File: src/rtl/lsu.sv
// lsu: Eka memory-stage load/store unit -- request/grant/response bus, store lane steering, load extension.
// Define LSU_MISALIGN_TRAP_EN to reject misaligned halfword/word accesses with lsu_err.
module lsu #(
  parameter int ADDR_W = 32
) (
  input  logic              clk,
  input  logic              rst_n,
  input  logic              lsu_valid,
  input  logic              lsu_we,
  input  logic [2:0]        lsu_funct3,
  input  logic [ADDR_W-1:0] lsu_addr,
  input  logic [31:0]       lsu_wdata,
  output logic              lsu_busy,
  output logic              lsu_done,
  output logic              lsu_err,
  output logic [31:0]       lsu_rdata,
  output logic              mem_req,
  output logic              mem_we,
  output logic [ADDR_W-1:0] mem_addr,
  output logic [3:0]        mem_be,
  output logic [31:0]       mem_wdata,
  input  logic              mem_gnt,
  input  logic              mem_rvalid,
  input  logic [31:0]       mem_rdata
);

  typedef enum logic [1:0] {IDLE, REQ, WAIT, DONE} state_t;

  state_t            state_q;
  logic              we_q;
  logic [2:0]        funct3_q;
  logic [1:0]        lane_q;
  logic              mem_req_q, mem_we_q;
  logic [ADDR_W-1:0] mem_addr_q;
  logic [3:0]        mem_be_q;
  logic [31:0]       mem_wdata_q;
  logic              lsu_busy_q, lsu_done_q, lsu_err_q;
  logic [31:0]       lsu_rdata_q;

  logic              legal_d;
  logic [1:0]        lane_d;
  logic [3:0]        be_d;
  logic [31:0]       wdata_d;
  logic [31:0]       shifted_d;
  logic [31:0]       rdata_d;

  // lane_d is the lowest byte lane the access touches; halfwords and words are
  // forced to their natural lane so unaligned low address bits are ignored.
  always_comb begin
    // NOTE: every combinational output gets a default first so no path infers a latch.
    legal_d = 1'b0;
    lane_d  = 2'b00;
    be_d    = 4'b1111;
    wdata_d = lsu_wdata;
    case (lsu_funct3[1:0])
      2'b00: begin
        legal_d = !(lsu_we && lsu_funct3[2]);
        lane_d  = lsu_addr[1:0];
        be_d    = 4'b0001 << lane_d;
        wdata_d = {4{lsu_wdata[7:0]}};
      end
      2'b01: begin
        legal_d = !(lsu_we && lsu_funct3[2]);
        lane_d  = {lsu_addr[1], 1'b0};
        be_d    = 4'b0011 << lane_d;
        wdata_d = {2{lsu_wdata[15:0]}};
      end
      2'b10: begin
        legal_d = !lsu_funct3[2];
      end
      default: begin
        legal_d = 1'b0;
      end
    endcase
`ifdef LSU_MISALIGN_TRAP_EN
    if ((lsu_funct3[1:0] == 2'b01 && lsu_addr[0]) ||
        (lsu_funct3[1:0] == 2'b10 && lsu_addr[1:0] != 2'b00)) begin
      legal_d = 1'b0;
    end
`endif
  end

  always_comb begin
    shifted_d = mem_rdata >> {lane_q, 3'b000};
    case (funct3_q)
      3'b000:  rdata_d = {{24{shifted_d[7]}}, shifted_d[7:0]};
      3'b001:  rdata_d = {{16{shifted_d[15]}}, shifted_d[15:0]};
      3'b100:  rdata_d = {24'h000000, shifted_d[7:0]};
      3'b101:  rdata_d = {16'h0000, shifted_d[15:0]};
      default: rdata_d = shifted_d;
    endcase
  end

  // NOTE: asynchronous active-low reset; all state is updated with non-blocking assignments.
  always_ff @(posedge clk or negedge rst_n) begin
    if (!rst_n) begin
      state_q     <= IDLE;
      we_q        <= 1'b0;
      funct3_q    <= 3'b000;
      lane_q      <= 2'b00;
      mem_req_q   <= 1'b0;
      mem_we_q    <= 1'b0;
      mem_addr_q  <= '0;
      mem_be_q    <= 4'b0000;
      mem_wdata_q <= 32'h0;
      lsu_busy_q  <= 1'b0;
      lsu_done_q  <= 1'b0;
      lsu_err_q   <= 1'b0;
      lsu_rdata_q <= 32'h0;
    end else begin
      lsu_done_q <= 1'b0;
      lsu_err_q  <= 1'b0;
      case (state_q)
        IDLE: begin
          if (lsu_valid) begin
            if (legal_d) begin
              state_q     <= REQ;
              we_q        <= lsu_we;
              funct3_q    <= lsu_funct3;
              lane_q      <= lane_d;
              mem_req_q   <= 1'b1;
              mem_we_q    <= lsu_we;
              mem_addr_q  <= {lsu_addr[ADDR_W-1:2], 2'b00};
              mem_be_q    <= be_d;
              mem_wdata_q <= wdata_d;
              lsu_busy_q  <= 1'b1;
            end else begin
              lsu_err_q <= 1'b1;
            end
          end
        end
        REQ: begin
          // A same-cycle rvalid is deliberately dropped; data is only taken in WAIT.
          if (mem_gnt) begin
            mem_req_q <= 1'b0;
            mem_we_q  <= 1'b0;
            if (we_q) begin
              state_q    <= DONE;
              lsu_done_q <= 1'b1;
            end else begin
              state_q <= WAIT;
            end
          end
        end
        WAIT: begin
          if (mem_rvalid) begin
            lsu_rdata_q <= rdata_d;
            state_q     <= DONE;
            lsu_done_q  <= 1'b1;
          end
        end
        DONE: begin
          state_q    <= IDLE;
          lsu_busy_q <= 1'b0;
        end
        default: state_q <= IDLE;
      endcase
    end
  end

  assign lsu_busy  = lsu_busy_q;
  assign lsu_done  = lsu_done_q;
  assign lsu_err   = lsu_err_q;
  assign lsu_rdata = lsu_rdata_q;
  assign mem_req   = mem_req_q;
  assign mem_we    = mem_we_q;
  assign mem_addr  = mem_addr_q;
  assign mem_be    = mem_be_q;
  assign mem_wdata = mem_wdata_q;

endmodule

File: config.mk
export PLATFORM = sky130hd
export DESIGN_NAME = lsu
export DESIGN_NICKNAME = d
export VERILOG_FILES = /design/src/rtl/lsu.sv
export SDC_FILE = /design/constraint.sdc
export NUM_CORES = 1
export LEC_CHECK = 0
export BUFFER_PORTS_ARGS = -buffer_cell sky130_fd_sc_hd__buf_2
export CORE_MARGIN = 5
export CORE_UTILIZATION = 35
export CTS_CLUSTER_SIZE = 16
export DETAILED_ROUTE_END_ITERATION = 10
export HOLD_SLACK_MARGIN = 0.02
export PLACE_DENSITY = 0.62
export RECOVER_POWER = 50
export SKIP_LAST_GASP = 1
export SLEW_MARGIN = 15
export SYNTH_ARGS = -nofsm -noshare
export SYNTH_HDL_FRONTEND = slang
export SYNTH_SLANG_ARGS = --single-unit
File: constraint.sdc
create_clock -name clk -period 2 [get_ports clk]
set_clock_uncertainty 0.15 [all_clocks]
set_input_delay 0.6 -clock clk [delete_from_list [all_inputs] [get_ports clk]]
set_output_delay 0.6 -clock clk [all_outputs]
set_load 0.1 [all_outputs]
==> results of run 1 <==
-- critical path: stages, from the launching register on --
cell	delay [ps]
dfrtp_2	470
mux2_4	320
mux4_2	470
nor4b_4	160
buf_4	170
a221o_1	270
-- sequential cells by signal, indices dropped and copies added, names as in the netlist --
register,count
lsu_rdata,32
mem_wdata,32
mem_addr,30
mem_be,4
funct3_q,3
lane_q,2
state_q,2
lsu_busy,1
lsu_done,1
lsu_err,1
mem_req,1
mem_we,1
we_q,1
-- placed cells by master (no fill, tap or decap), types with 2 or more instances in the layout --
| master | Yosys | routed |
|---|---|---|
| buf_2 | 6 | 198 |
| dfrtp_1 | 111 | 110 |
| nand2_1 | 48 | 48 |
| mux2_1 | 42 | 45 |
| mux2i_1 | 40 | 40 |
| o21ai_0 | 36 | 37 |
| buf_4 | 2 | 31 |
| nor2_1 | 29 | 29 |
| a21oi_1 | 25 | 24 |
| a221o_1 | 18 | 18 |
| clkbuf_2 | 0 | 10 |
| clkbuf_16 | 0 | 9 |
| mux2_2 | 11 | 7 |
| o2bb2ai_1 | 7 | 7 |
| inv_1 | 6 | 6 |
| ha_1 | 5 | 5 |
| nor2b_1 | 5 | 4 |
| nand3_1 | 3 | 3 |
| mux2_4 | 2 | 3 |
| clkbuf_1 | 19 | 3 |
| bufinv_16 | 0 | 3 |
| buf_6 | 2 | 3 |
| o211ai_1 | 2 | 2 |
| o31ai_1 | 2 | 2 |
| a211oi_1 | 2 | 2 |
| conb_1 | 1 | 2 |
-- layout make-up --
type                            count  area (sq um)
Clock inverter                      5           104
Tap cell                          184           230
Clock buffer                       11           243
Timing Repair Buffer              245          1340
Multi-Input combinational cell    295          2190
Inverter                            6          22.5
Sequential cell                   111          2780
Fill cell                        1383          7520
-- kinds of logic after synthesis --
kind of cell             synth area share (%)
AO/OA/AOI/OAI                            12.6
adder cells (fa/ha/maj)                  1.22
buffers and inverters                    3.30
flip-flops                               54.3
multiplexers                             20.5
other                                  0.0733
AND/OR/NAND/NOR                          8.02
-- per-layer routing --
layer  global-route usage, %  vias to the layer above
li1                        -                     2021
met1                    21.7                     2084
met2                    27.1                      201
met3                    5.93                       20
met4                    7.08                        2
met5                       0                        -
-- metrics by stage --
stage | area (sq um) | worst slack [ps] | hold slack [ps]
2_1_floorplan | 5140 | -118 | 154
3_3_place_gp | 6570 | -188 | 308
3_5_place_dp | 6570 | -289 | 316
4_1_cts | 6950 | -95.1 | 103
5_1_grt | 6900 | -152 | 296
6_report | 6900 | -130 | 302
-- what timing repair did --
action / CTS / global route
gates cloned: 0 / 1
setup buffers: 3 / 0
hold endpoints to repair: 0 / 0
pin swaps: 0 / 1
endpoints found under the setup margin: 17 / 38
resized for setup: 2 / 5
-- worst paths after layout --
kind	end	slack, ps	cells after the start
worst max-delay path	lsu_rdata[28]	-130	5
worst min-delay path	mem_addr[15]	300	2
worst max register to register	lsu_rdata[28]	-130	5
worst min register to register	mem_be[0]	330	1
max in group asynchronous	lane_q[0]	310	2
min in group asynchronous	lsu_rdata[10]	490	2
==> reports/results.ini, run 1 <==
[status]
run_status = finished, violations left
violations = negative setup slack

[yosys]
synthFlopType = dfrtp_1
syn_area_sq_um = 5120
netlist_top_cells_count = dfrtp_1, nand2_1, mux2_1
ys_seq_area_share_pct = 54.3
synth_edf_count = 0
synth_cells = 442
yosys.cell_types.count = 40
synth_top_area_cell = dfrtp_1
ys_warn_count = 0
async_flop_share_pct = 100
syn_area_per_cell_sq_um = 11.6
synth_top_area_share_pct = 54.3
yosysMostFrequentCell = dfrtp_1
synth_area_leaders = dfrtp_1, mux2_1, mux2i_1, a221o_1, o21ai_0
ys_seq_elements = 111

[worst_setup_path]
worstSetupPathType = flip-flop to flip-flop
endpoint_kind = flip-flop
worstPathMaxFanout = 6
start_kind = flip-flop
rr_startpoint = lane_q[0]
crit_arrival_ps = 2200
crit_path_start = lane_q[0]
worstPathRequired_ps = 2070

[timing]
finalCriticalPeriod_ps = 2130
final.setup.tns_ps = -1860
finalCritPeriodShare_pct = 107
slew_violations = 0
max_slew.worst_pin.slew_ps = 1330
finalWorstSetupSlack_ps = -130
rsz0062_at_grt = yes
hold_viol_final = 0
fmax_ghz = 0.469
maxSlewHeadroom_pct = 11.0
final-setup-viol-count = 17

[floorplanning]
core_area_sq_um = 14400
die-area_sq_um = 17100
die_x_um = 131
die_height_um = 131
ios = 210
start_util_pct = 35.5
rows = 44

[cts]
htree_num_levels = 3
clk_pin_slew_worst_paths_ps = 80
cts.sinks = 111
numCtsBuffers = 9
cts_tree = built
clk_latency_ps = 340
cts-root-buf = clkbuf_16
cts_max_path_buffers = 2
cts_hold_buf = 0

[global_routing]
grt_max_degree = 59
grt_pass1_vias = 4483
grt_usage_pct = 17.2
grt_pass1_wl_um = 23000
antenna_found_initial = 1
grt.overflow.total = 0

[run]
drv_cap = 0

[route]
dr_wl_met2_um = 6970
wl_per_cell_um = 17.4
m1WireLength_um = 6040
viasPerCell = 5.05
top_layer = met5
vias = 4328
firstDrtPassIters = 4
ant_nets = 0
drt-total-wl_um = 14900
drc = 0
met3_length_um = 1630
drt_iter0_drc = 214

[min_path]
hold_start = lsu_addr[15]
holdCritPathClass = input pin to flip-flop

[placement]
globalplace.congestion = 0.892
placed_cells = 837
dpl.hpwl_um = 11400
port_buffers = 207

[finish]
diodes = 0
area_delta_synth_final_pct = 34.9
utilization_pct = 47.9
layout-drive-gt1-share_pct = 40.9
fin_cells = 857
nets = 778

Power of run 1 is not shown: default switching activity piles up to over one toggle a cycle in this logic, so the estimate is an artifact.
==> inputs of run 2 (changes only) <==
--- a/config.mk
+++ b/config.mk
@@ -12,7 +12,7 @@
 export DETAILED_ROUTE_END_ITERATION = 10
 export HOLD_SLACK_MARGIN = 0.02
 export PLACE_DENSITY = 0.62
-export RECOVER_POWER = 50
+export RECOVER_POWER = 25
 export SKIP_LAST_GASP = 1
 export SLEW_MARGIN = 15
 export SYNTH_ARGS = -nofsm -noshare
==> reports/results.ini, run 2 (synthesis results as in run 1) <==
[finish]
nets = 778
final_common_cell = buf_2
layout-drive-gt1-share_pct = 41.9
diodes = 0
area_delta_synth_final_pct = 35.5
fillCellCount = 1377
mostFrequentLayoutCells = buf_2, dfrtp_1, nand2_1

[timing]
finalCritPeriodShare_pct = 106
fmax_ghz = 0.471
hold_viol_final = 0
finalWorstSetupSlack_ps = -123
rsz0062_at_grt = yes
final-setup-viol-count = 17
finalCriticalPeriod_ps = 2120
slew_violations = 0
maxSlewHeadroom_pct = 12.5
max_slew.worst_pin.slew_ps = 1310

[route]
ant_nets = 0
wl_per_cell_um = 17.4
drt_iter0_drc = 232
drt-total-wl_um = 14900
drc = 0
firstDrtPassIters = 4
viasPerCell = 5.04
vias = 4322

[floorplanning]
die_x_um = 131
start_util_pct = 35.5
die-area_sq_um = 17100
ios = 210
rows = 44
die_height_um = 131
core_area_sq_um = 14400

[worst_setup_path]
crit_path_start = lane_q[0]
endpoint_kind = flip-flop
worstSetupPathType = flip-flop to flip-flop
worstPathRequired_ps = 2080
worstPathMaxFanout = 6
rr_startpoint = lane_q[0]
start_kind = flip-flop
crit_arrival_ps = 2200

[run]
drv_cap = 0

[placement]
post-place-ws_ps = -289
dpl.hpwl_um = 11400
port_buffers = 207
globalplace.congestion = 0.892

[cts]
cts_hold_buf = 0
cts-root-buf = clkbuf_16
clk_pin_slew_worst_paths_ps = 80
numCtsBuffers = 9
htree_num_levels = 3
clk_latency_ps = 340
cts_max_path_buffers = 2
cts.sinks = 111
cts_tree = built

[global_routing]
grt_pass1_vias = 4483
grt_use_met3_pct = 5.93
grtUsageMet2_pct = 27.1
grt_max_degree = 59
grt_usage_pct = 17.2
use_met1_pct = 21.7
grt.overflow.total = 0
antenna_found_initial = 1
busiest_layer = met2
grt_pass1_wl_um = 23000

[min_path]
holdCritPathClass = input pin to flip-flop
hold_start = lsu_addr[15]

[status]
violations = negative setup slack
run_status = finished, violations left

## run 2: path summary, 6_finish.rpt
path | endpoint | slack [ps] | cells after the start
worst max-delay path | lsu_rdata[28] | -120 | 5
worst min-delay path | mem_addr[15] | 300 | 2
worst max register to register | lsu_rdata[28] | -120 | 5
worst min register to register | mem_be[0] | 330 | 1
max in group asynchronous | lane_q[0] | 330 | 2
min in group asynchronous | lsu_rdata[11] | 490 | 2
## run 2: routing by layer
layer,wire (um),share of wire [%]
met1,6020,40
met3,1630,11
met5,13,0.087
met2,6940,47
met4,285,1.9
## run 2: layout make-up
cell class	count	area, sq um	share of cell area [%]
inverters	6	22.5	0.325
multi-input cells	295	2200	31.7
clock inverters	5	104	1.50
well taps	184	230	3.32
flip-flops and latches	111	2780	40.1
clock buffers	11	243	3.50
repair buffers	245	1360	19.6
## run 2: repair_timing
action                                  4_1_cts  5_1_grt
setup buffers                                 3        0
resized for setup                             2        5
gates cloned                                  0        1
endpoints found under the setup margin       17       38
pin swaps                                     0        1
## run 2: worst max-delay path: stages (launching register included)
cell     delay [ps]
dfrtp_2         470
mux2_4          320
mux4_2          470
nor4b_4         160
buf_4           170
a221o_1         260
## run 2: stage by stage
step	setup TNS (ps)	cells	cell area (sq um)	util [%]	hold slack, ps
2_1_floorplan	-1180	443	5140	-	154
3_3_place_gp	-3360	837	6570	45.6	308
3_5_place_dp	-5360	837	6570	45.6	316
4_1_cts	-1350	856	6950	48.2	103
5_1_grt	-2330	857	6930	48.1	296
6_report	-1810	857	6930	48.1	301
Power of run 2 is left out for the same reason.
